**src/rtl/timer_dev_if.sv**
```systemverilog
// CPU data-bus port of the countdown timer: word offset, write strobe,
// byte enables, write data and combinational read data.
interface timer_dev_if;
  logic [1:0]  Addr;
  logic        WE;
  logic [3:0]  BE;
  logic [31:0] Din;
  logic [31:0] Dout;

  modport master (output Addr, WE, BE, Din, input Dout);
  modport slave  (input Addr, WE, BE, Din, output Dout);
endinterface

```
**src/rtl/timer_dev.sv**
```systemverilog
// Memory-mapped countdown timer with one-shot / auto-reload modes and a maskable IRQ.
// Define TIMER_BYTE_WRITE_EN to make CTRL/PRESET writes honour the byte enables.
module timer_dev (
  input  logic        clk,
  input  logic        reset,
  timer_dev_if.slave  bus,
  output logic        IRQ
);

  localparam logic [1:0] IDLE = 2'd0;
  localparam logic [1:0] LOAD = 2'd1;
  localparam logic [1:0] CNT  = 2'd2;
  localparam logic [1:0] INT  = 2'd3;

  localparam logic [1:0] A_CTRL   = 2'd0;
  localparam logic [1:0] A_PRESET = 2'd1;
  localparam logic [1:0] A_COUNT  = 2'd2;

  logic [1:0]  state;
  logic        ctrl_en;
  logic [1:0]  ctrl_mode;
  logic        ctrl_im;
  logic [31:0] preset;
  logic [31:0] count;
  logic        irq_pending;

  logic        wr_ctrl;
  logic        wr_preset;
  logic        auto_reload;
  logic        expire;
  logic [31:0] wmask;
  logic [31:0] preset_wr;
  logic [3:0]  ctrl_wr;

  assign wr_ctrl     = bus.WE && (bus.Addr == A_CTRL);
  assign wr_preset   = bus.WE && (bus.Addr == A_PRESET);
  assign auto_reload = (ctrl_mode == 2'b01);
  assign expire      = (state == CNT) && ctrl_en && (count <= 32'd1);

`ifdef TIMER_BYTE_WRITE_EN
  assign wmask = {{8{bus.BE[3]}}, {8{bus.BE[2]}}, {8{bus.BE[1]}}, {8{bus.BE[0]}}};
`else
  logic unused_be;
  assign unused_be = ^bus.BE;
  assign wmask     = '1;
`endif

  // Unselected bytes keep their old value; CTRL only has storage in byte 0.
  assign preset_wr = (preset & ~wmask) | (bus.Din & wmask);
  assign ctrl_wr   = ({ctrl_im, ctrl_mode, ctrl_en} & ~wmask[3:0]) | (bus.Din[3:0] & wmask[3:0]);

  // NOTE: all state lives in one clocked block using non-blocking assignments,
  // so every right-hand side sees the pre-edge value regardless of statement order.
  always_ff @(posedge clk) begin
    if (reset) begin
      state       <= IDLE;
      ctrl_en     <= 1'b0;
      ctrl_mode   <= 2'b00;
      ctrl_im     <= 1'b0;
      preset      <= '0;
      count       <= '0;
      irq_pending <= 1'b0;
    end else begin
      case (state)
        IDLE: if (ctrl_en) state <= LOAD;
        LOAD: begin
          count <= preset;
          state <= CNT;
        end
        CNT: begin
          if (!ctrl_en) begin
            state <= IDLE;
          end else if (count <= 32'd1) begin
            count <= '0;
            state <= INT;
          end else begin
            count <= count - 32'd1;
          end
        end
        INT:     state <= auto_reload ? LOAD : IDLE;
        default: state <= IDLE;
      endcase

      // A software CTRL write overrides the one-shot hardware clear of EN.
      if (wr_ctrl) begin
        {ctrl_im, ctrl_mode, ctrl_en} <= ctrl_wr;
      end else if ((state == INT) && !auto_reload) begin
        ctrl_en <= 1'b0;
      end

      if (wr_preset) preset <= preset_wr;

      // Expiry has priority over any clearing event in the same cycle.
      if (expire) begin
        irq_pending <= 1'b1;
      end else if (((state == INT) && auto_reload) || wr_ctrl || wr_preset) begin
        irq_pending <= 1'b0;
      end
    end
  end

  always_comb begin
    bus.Dout = '0;
    case (bus.Addr)
      A_CTRL:   bus.Dout = {28'd0, ctrl_im, ctrl_mode, ctrl_en};
      A_PRESET: bus.Dout = preset;
      A_COUNT:  bus.Dout = count;
      default:  bus.Dout = '0;
    endcase
  end

  assign IRQ = irq_pending & ctrl_im;

endmodule

```
**src/flat_wrapper.sv**
```systemverilog
// flat-port wrapper written by rule: the top's interface ports become plain ports
module timer_dev_flat 
  (clk, reset, IRQ, bus_Addr, bus_WE, bus_BE, bus_Din, bus_Dout);
  timer_dev_if bus_i ();
  input  logic clk;
  input  logic reset;
  output logic IRQ;
  input wire logic [$bits(bus_i.Addr)-1:0] bus_Addr;
  input wire logic [$bits(bus_i.WE)-1:0] bus_WE;
  input wire logic [$bits(bus_i.BE)-1:0] bus_BE;
  input wire logic [$bits(bus_i.Din)-1:0] bus_Din;
  output wire logic [$bits(bus_i.Dout)-1:0] bus_Dout;
  assign bus_i.Addr = bus_Addr;
  assign bus_i.WE = bus_WE;
  assign bus_i.BE = bus_BE;
  assign bus_i.Din = bus_Din;
  assign bus_Dout = bus_i.Dout;
  timer_dev u_core (.clk(clk), .reset(reset), .bus(bus_i), .IRQ(IRQ));
endmodule
```
**config.mk**
```make
export PLATFORM = sky130hd
export DESIGN_NAME = timer_dev_flat
export DESIGN_NICKNAME = d
export VERILOG_FILES = /design/src/rtl/timer_dev_if.sv /design/src/rtl/timer_dev.sv /design/src/flat_wrapper.sv
export SDC_FILE = /design/constraint.sdc
export NUM_CORES = 1
export LEC_CHECK = 0
export ABC_AREA = 1
export BUFFER_PORTS_ARGS = -buffer_cell sky130_fd_sc_hd__buf_4
export CAP_MARGIN = 10
export CORE_ASPECT_RATIO = 0.5
export CORE_MARGIN = 1.5
export CORE_UTILIZATION = 30
export CTS_CLUSTER_DIAMETER = 200
export DETAILED_ROUTE_END_ITERATION = 8
export SLEW_MARGIN = 40
export SYNTH_ARGS = -nofsm -noshare
export SYNTH_HDL_FRONTEND = slang
export SYNTH_SLANG_ARGS = --single-unit
```
**constraint.sdc**
```tcl
create_clock -name clk -period 2 [get_ports clk]
set_clock_uncertainty 0.1 [all_clocks]
set_input_delay 0.2 -clock clk [delete_from_list [all_inputs] [get_ports clk]]
set_output_delay 0.2 -clock clk [all_outputs]
set_load 0.005 [all_outputs]
```
==> impl_metrics.tcl, run 1 <==
set metrics [dict create \
    outcome "finished clean" \
    synth_top_area_cell "dfxtp_1" \
    clock_path_buffers 2 \
    muxShareOfSynthArea_pct 0 \
    synth_xor_area_share_pct 0.827 \
    grt_pass1_vias 4126 \
    setup_tns_ps 0 \
    dpl_cell_area_sq_um 4970 \
    synth.top_cells.by_area "dfxtp_1 34%, o21ai_0 13%, nand2_1 8.1%" \
    clock_latency_ps 340 \
    drc 0 \
    slew_violations 0 \
    powerDensity_nw_per_um2 952 \
    ys_types 30 \
    io_pins 74 \
    start_util_pct 31.0 \
    synth_cells 638 \
    cp.arrival_ps 2000 \
    ys_warn_count 0 \
    design_area_sq_um 5280 \
    cts_buffers 9 \
    clock_sink_count 71 \
    wirelength_mm 12.2 \
    start_kind "register" \
    grt.overflow.total 0 \
    first_iter_violations 264 \
    antenna_found_initial 0 \
    slew_headroom_pct 72.8 \
    io_buffers 69 \
    post-route-min-period_ps 1830 \
    criticalPathCategory "register to register" \
    tightestPinTransition_ps 408 \
    die_h_um 87.0 \
    synth_nets 681 \
    dieArea_sq_um 14900 \
    routabilityCongestion 0.871 \
    syn_area_sq_um 4240 \
    h-tree-depth 3 \
    required_ps 2170 \
    antenna_cells 0 \
    rows 30 \
    end_kind "register" \
    cts_tree "built" \
    synth_top_family_by_area "compound AO/OA/AOI/OAI gates" \
    hold_class "input port to register" \
    setup_ws_ps 170 \
    syn2layout_area_growth_pct 24.7 \
    firstDrtPassIters 5 \
    grt_pass1_wl_mm 20.3 \
    grt_max_degree 45 \
    ys_seq_area_share_pct 33.5 \
    final_core_util_pct 38.7 \
    dp_hpwl_mm 9.05 \
    yosysTopAreaCellShare_pct 33.5 \
    drive_above_1_share_pct 21.1 \
    hold-worst-slack_ps 37.2 \
    mostFrequentLayoutCells "106 x o21ai_0, 91 x inv_1, 90 x nand2_1" \
    crit_path_max_fanout 22 \
    wl_per_cell_um 13.6 \
    antenna_left 0 \
    post-place-ws_ps 170 \
    yosys.area_share.adder_pct 0.590 \
    rsz0062_at_grt "no" \
    final_common_cell "o21ai_0" \
    peakVddDrop_mv 0.509 \
    p_leak_uw 0.00226 \
    syn_avg_cell_area_sq_um 6.64 \
    cts_setup_buffers 0 \
    path_clk_slew_ps 60 \
    dr_total_vias 4349 \
    timing.fmax_ghz 0.547 \
    cap_viol_max_count 0 \
    hold_violations 0 \
    nNetsFinal 745 \
    viasPerCell 4.84 \
    synth-seq-cells 71 \
    clockRootBuffer "clkbuf_16" \
    die_width_um 171 \
    fin_crit_sh_pct 91.5 \
    core_sq_um 13700 \
    synth-simple-area-share_pct 24.4 \
    setup_viol 0 \
    grt_use_total_pct 17.5 \
    synth_compound_area_share_pct 28.8 \
]
==> cell families after synthesis <==
| group | after synthesis |
|---|---|
| adder cells (fa/ha/maj) | 2 |
| AND/OR/NAND/NOR | 216 |
| AO/OA/AOI/OAI | 222 |
| buffers and inverters | 123 |
| flip-flops | 71 |
| XOR/XNOR | 4 |
==> routing by layer <==
metal  wire [um]  vias to the layer above  track usage, %
met3         456                       12            3.95
met1        6210                     2022            23.6
met2        5410                       69            28.4
met5           0                        -               0
li1            -                     2246               -
met4         119                        0            4.47
==> power by group <==
group,switching (uW),total [uW],internal (uW),leakage [uW]
sequential,117,1650,1530,0.000580
clock,609,1580,968,0.000151
combinational,1220,1800,583,0.00153
==> critical path, stage by stage, from the launching register on <==
cell     delay [ps]
dfxtp_1         370
inv_1           100
ha_1            250
o21ai_0         230
nor2_2           70
nand2_4          80
nor2_8           50
nor2_8           90
buf_12          190
nand3_2          90
a21oi_1         130
==> worst paths after layout <==
check                    start           endpoint  slack, ps  depth (start not counted)
max            u_core.count[0]   u_core.count[19]        170                         10
max reg2reg    u_core.count[0]   u_core.count[19]        170                         10
min reg2reg  u_core.preset[12]  u_core.preset[12]        370                          2
min                bus_Din[15]  u_core.preset[15]         40                          3
==> what timing repair did <==
item                                    CTS  global route
endpoints found under the hold margin     4             0
endpoints found under the setup margin    0             1
resized for setup                         0             1
hold buffers                              1             0
==> state kept, by name (all words and copies together) (netlist names) <==
| signal | flops |
|---|---|
| u_core.ctrl_en | 1 |
| u_core.preset | 32 |
| u_core.count | 32 |
| u_core.ctrl_mode | 2 |
| u_core.irq_pending | 1 |
| u_core.ctrl_im | 1 |
| u_core.state | 2 |
==> synth_stat cells <==
cell type,instances
nand2_4,2
a21oi_2,7
o21ai_2,7
ha_1,2
o22ai_1,28
o221ai_1,4
inv_2,1
nand3_1,17
nor2_4,5
xor2_1,4
nand3_2,13
nand2_1,92
nor2_2,7
nand2_2,3
nor3_1,2
o21ba_2,1
inv_1,91
buf_4,3
o21ai_1,5
a21oi_1,63
o21ai_0,106
nand4_1,4
buf_6,3
dfxtp_1,71
nor2_8,2
buf_2,3
o211ai_1,1
clkbuf_1,19
buf_1,3
nor2_1,69
==> through the flow <==
step	total power (uW)	cells
after global routing	5380	899
after detailed placement	3460	882
after CTS	5040	899
after global placement	3430	882
after floorplan	2950	638
final	5030	899
==> area by class of cell <==
cell class | instances | area, sq um
fillers | 1503 | 8380
multi-input cells | 444 | 2320
flip-flops and latches | 71 | 1420
repair buffers | 84 | 658
inverters | 92 | 345
clock buffers | 13 | 280
well taps | 192 | 240
clock inverters | 3 | 15.0
Note: power is estimated with default switching activity, not from simulation.
==> run 2, diff against run 1 <==
CORE_MARGIN = 2   (was 1.5)
==> run 2 against run 1 <==
Clock power rose by 6%. Combinational power barely moved. Die area rose by 1.7%.
==> impl_metrics.tcl, run 2 (synthesized netlist as in run 1, its figures left out) <==
set metrics [dict create \
    outcome "finished clean" \
    antenna_left 0 \
    post-route-min-period_ps 1810 \
    cts_resized 0 \
    clock_latency_ps 340 \
    rr_worst_depth 10 \
    criticalPathCategory "register to register" \
    drive_above_1_share_pct 20.9 \
    drc 0 \
    slew_violations 0 \
    grt.overflow.total 0 \
    crit_path_max_fanout 5 \
    rows 30 \
    min_path_cells 3 \
    dr_total_vias 4372 \
    ctsHoldBuffers 1 \
    powerDensity_nw_per_um2 966 \
    first_iter_violations 306 \
    viasPerCell 4.86 \
    mostFrequentLayoutCells "106 x o21ai_0, 91 x inv_1, 91 x nand2_1" \
    cpMaxStageDelayCell "dfxtp_1" \
    slew_headroom_pct 71.7 \
    firstDrtPassIters 5 \
    cp_cell_sequence "inv_1, ha_1, nand2_2, nor2_1, nand2_1, inv_1, nand2_1, nand2_1, nand3_2, a21oi_1" \
    design_area_sq_um 5300 \
    cp.arrival_ps 1980 \
    cts_tree "built" \
    h-tree-depth 3 \
    syn2layout_area_growth_pct 25.1 \
    seq_area_sq_um 1420 \
    hold_class "input port to register" \
    hold_violations 0 \
    die_h_um 88.0 \
    start_kind "register" \
    num-fill-cells 1467 \
    p_leak_uw 0.00227 \
    largestRegisters "u_core.count x32, u_core.preset x32" \
    multiInputGateArea_sq_um 2320 \
    io_pins 74 \
    cap_viol_max_count 0 \
    cts_setup_buffers 0 \
    dp_hpwl_mm 9.17 \
    clock_path_buffers 2 \
    wirelength_mm 12.5 \
    setup_tns_ps 0 \
    nNetsFinal 746 \
    wl_per_cell_um 13.9 \
    cpMostUsedCell "nand2_1" \
    dieArea_sq_um 15200 \
    setup_viol 0 \
    end_kind "register" \
    rsz0062_at_grt "no" \
    final_common_cell "o21ai_0" \
    grt_use_total_pct 17.1 \
    hold-worst-slack_ps 41.0 \
    cts_buffers 9 \
    start_util_pct 31.0 \
    die_width_um 172 \
    clock_sink_count 71 \
    critPathMaxStageDelay_ps 330 \
    core_sq_um 13700 \
    clockRootBuffer "clkbuf_16" \
    grt_pass1_vias 4091 \
    grt_pass1_wl_mm 20.2 \
    tightestPinTransition_ps 424 \
    final_core_util_pct 38.8 \
    timing.fmax_ghz 0.553 \
    io_buffers 69 \
    peakVddDrop_mv 0.411 \
    antenna_found_initial 0 \
    routabilityCongestion 0.857 \
    power_uw 5120 \
    path_clk_slew_ps 60 \
    antenna_cells 0 \
    grt_max_degree 39 \
    dpl_cell_area_sq_um 4980 \
    fin_crit_sh_pct 90.5 \
    required_ps 2170 \
]
run 2: cell count changes in the layout (fill, tap and decap cells not counted):
cell / previous run / this run
nand2_1: 90 / 91
clkbuf_8: 4 / 3
nand2_2: 5 / 4
buf_4: 81 / 82
bufinv_16: 0 / 1
clkinv_2: 3 / 2
clkbuf_1: 0 / 1
run 2: final timing paths:
path | to | startpoint | slack [ps]
worst min register to register | u_core.preset[29] | u_core.preset[29] | 360
worst min-delay path | u_core.preset[10] | bus_Din[10] | 40
worst max register to register | u_core.count[22] | u_core.count[0] | 190
worst max-delay path | u_core.count[22] | u_core.count[0] | 190
run 2: layout make-up:
type	count	area share (%)
flip-flops and latches	71	26.8
clock inverters	3	0.755
multi-input cells	444	43.7
clock buffers	13	5.10
inverters	92	6.51
repair buffers	85	12.6
well taps	192	4.53
run 2: metrics by stage:
step / setup slack, ps / std cells
floorplan: 383 / 638
global placement: 218 / 883
detailed placement: 210 / 883
CTS: 193 / 900
global route: 23.7 / 900
finish: 190 / 900
run 2: power breakdown:
group          internal [uW]  leakage [uW]  total, uW  switching, uW
clock network           1060      0.000156       1670            605
registers               1530      0.000580       1650            119
logic                    580       0.00154       1800           1220
run 2: per-layer routing:
metal	part of all wire, %	global-route usage (%)	wire [um]
met5	0	0	0
met3	3.9	4.07	490
met1	51	23.4	6400
met2	44	27.0	5530
met4	0.88	4.58	110
run 2: critical path, delay by kind of cell, from the launching register on:
kind	cells	cell delay, ps
flops	1	330
compound gates	1	110
fa+ha+maj	1	230
buf+inv	2	270
simple gates	6	700
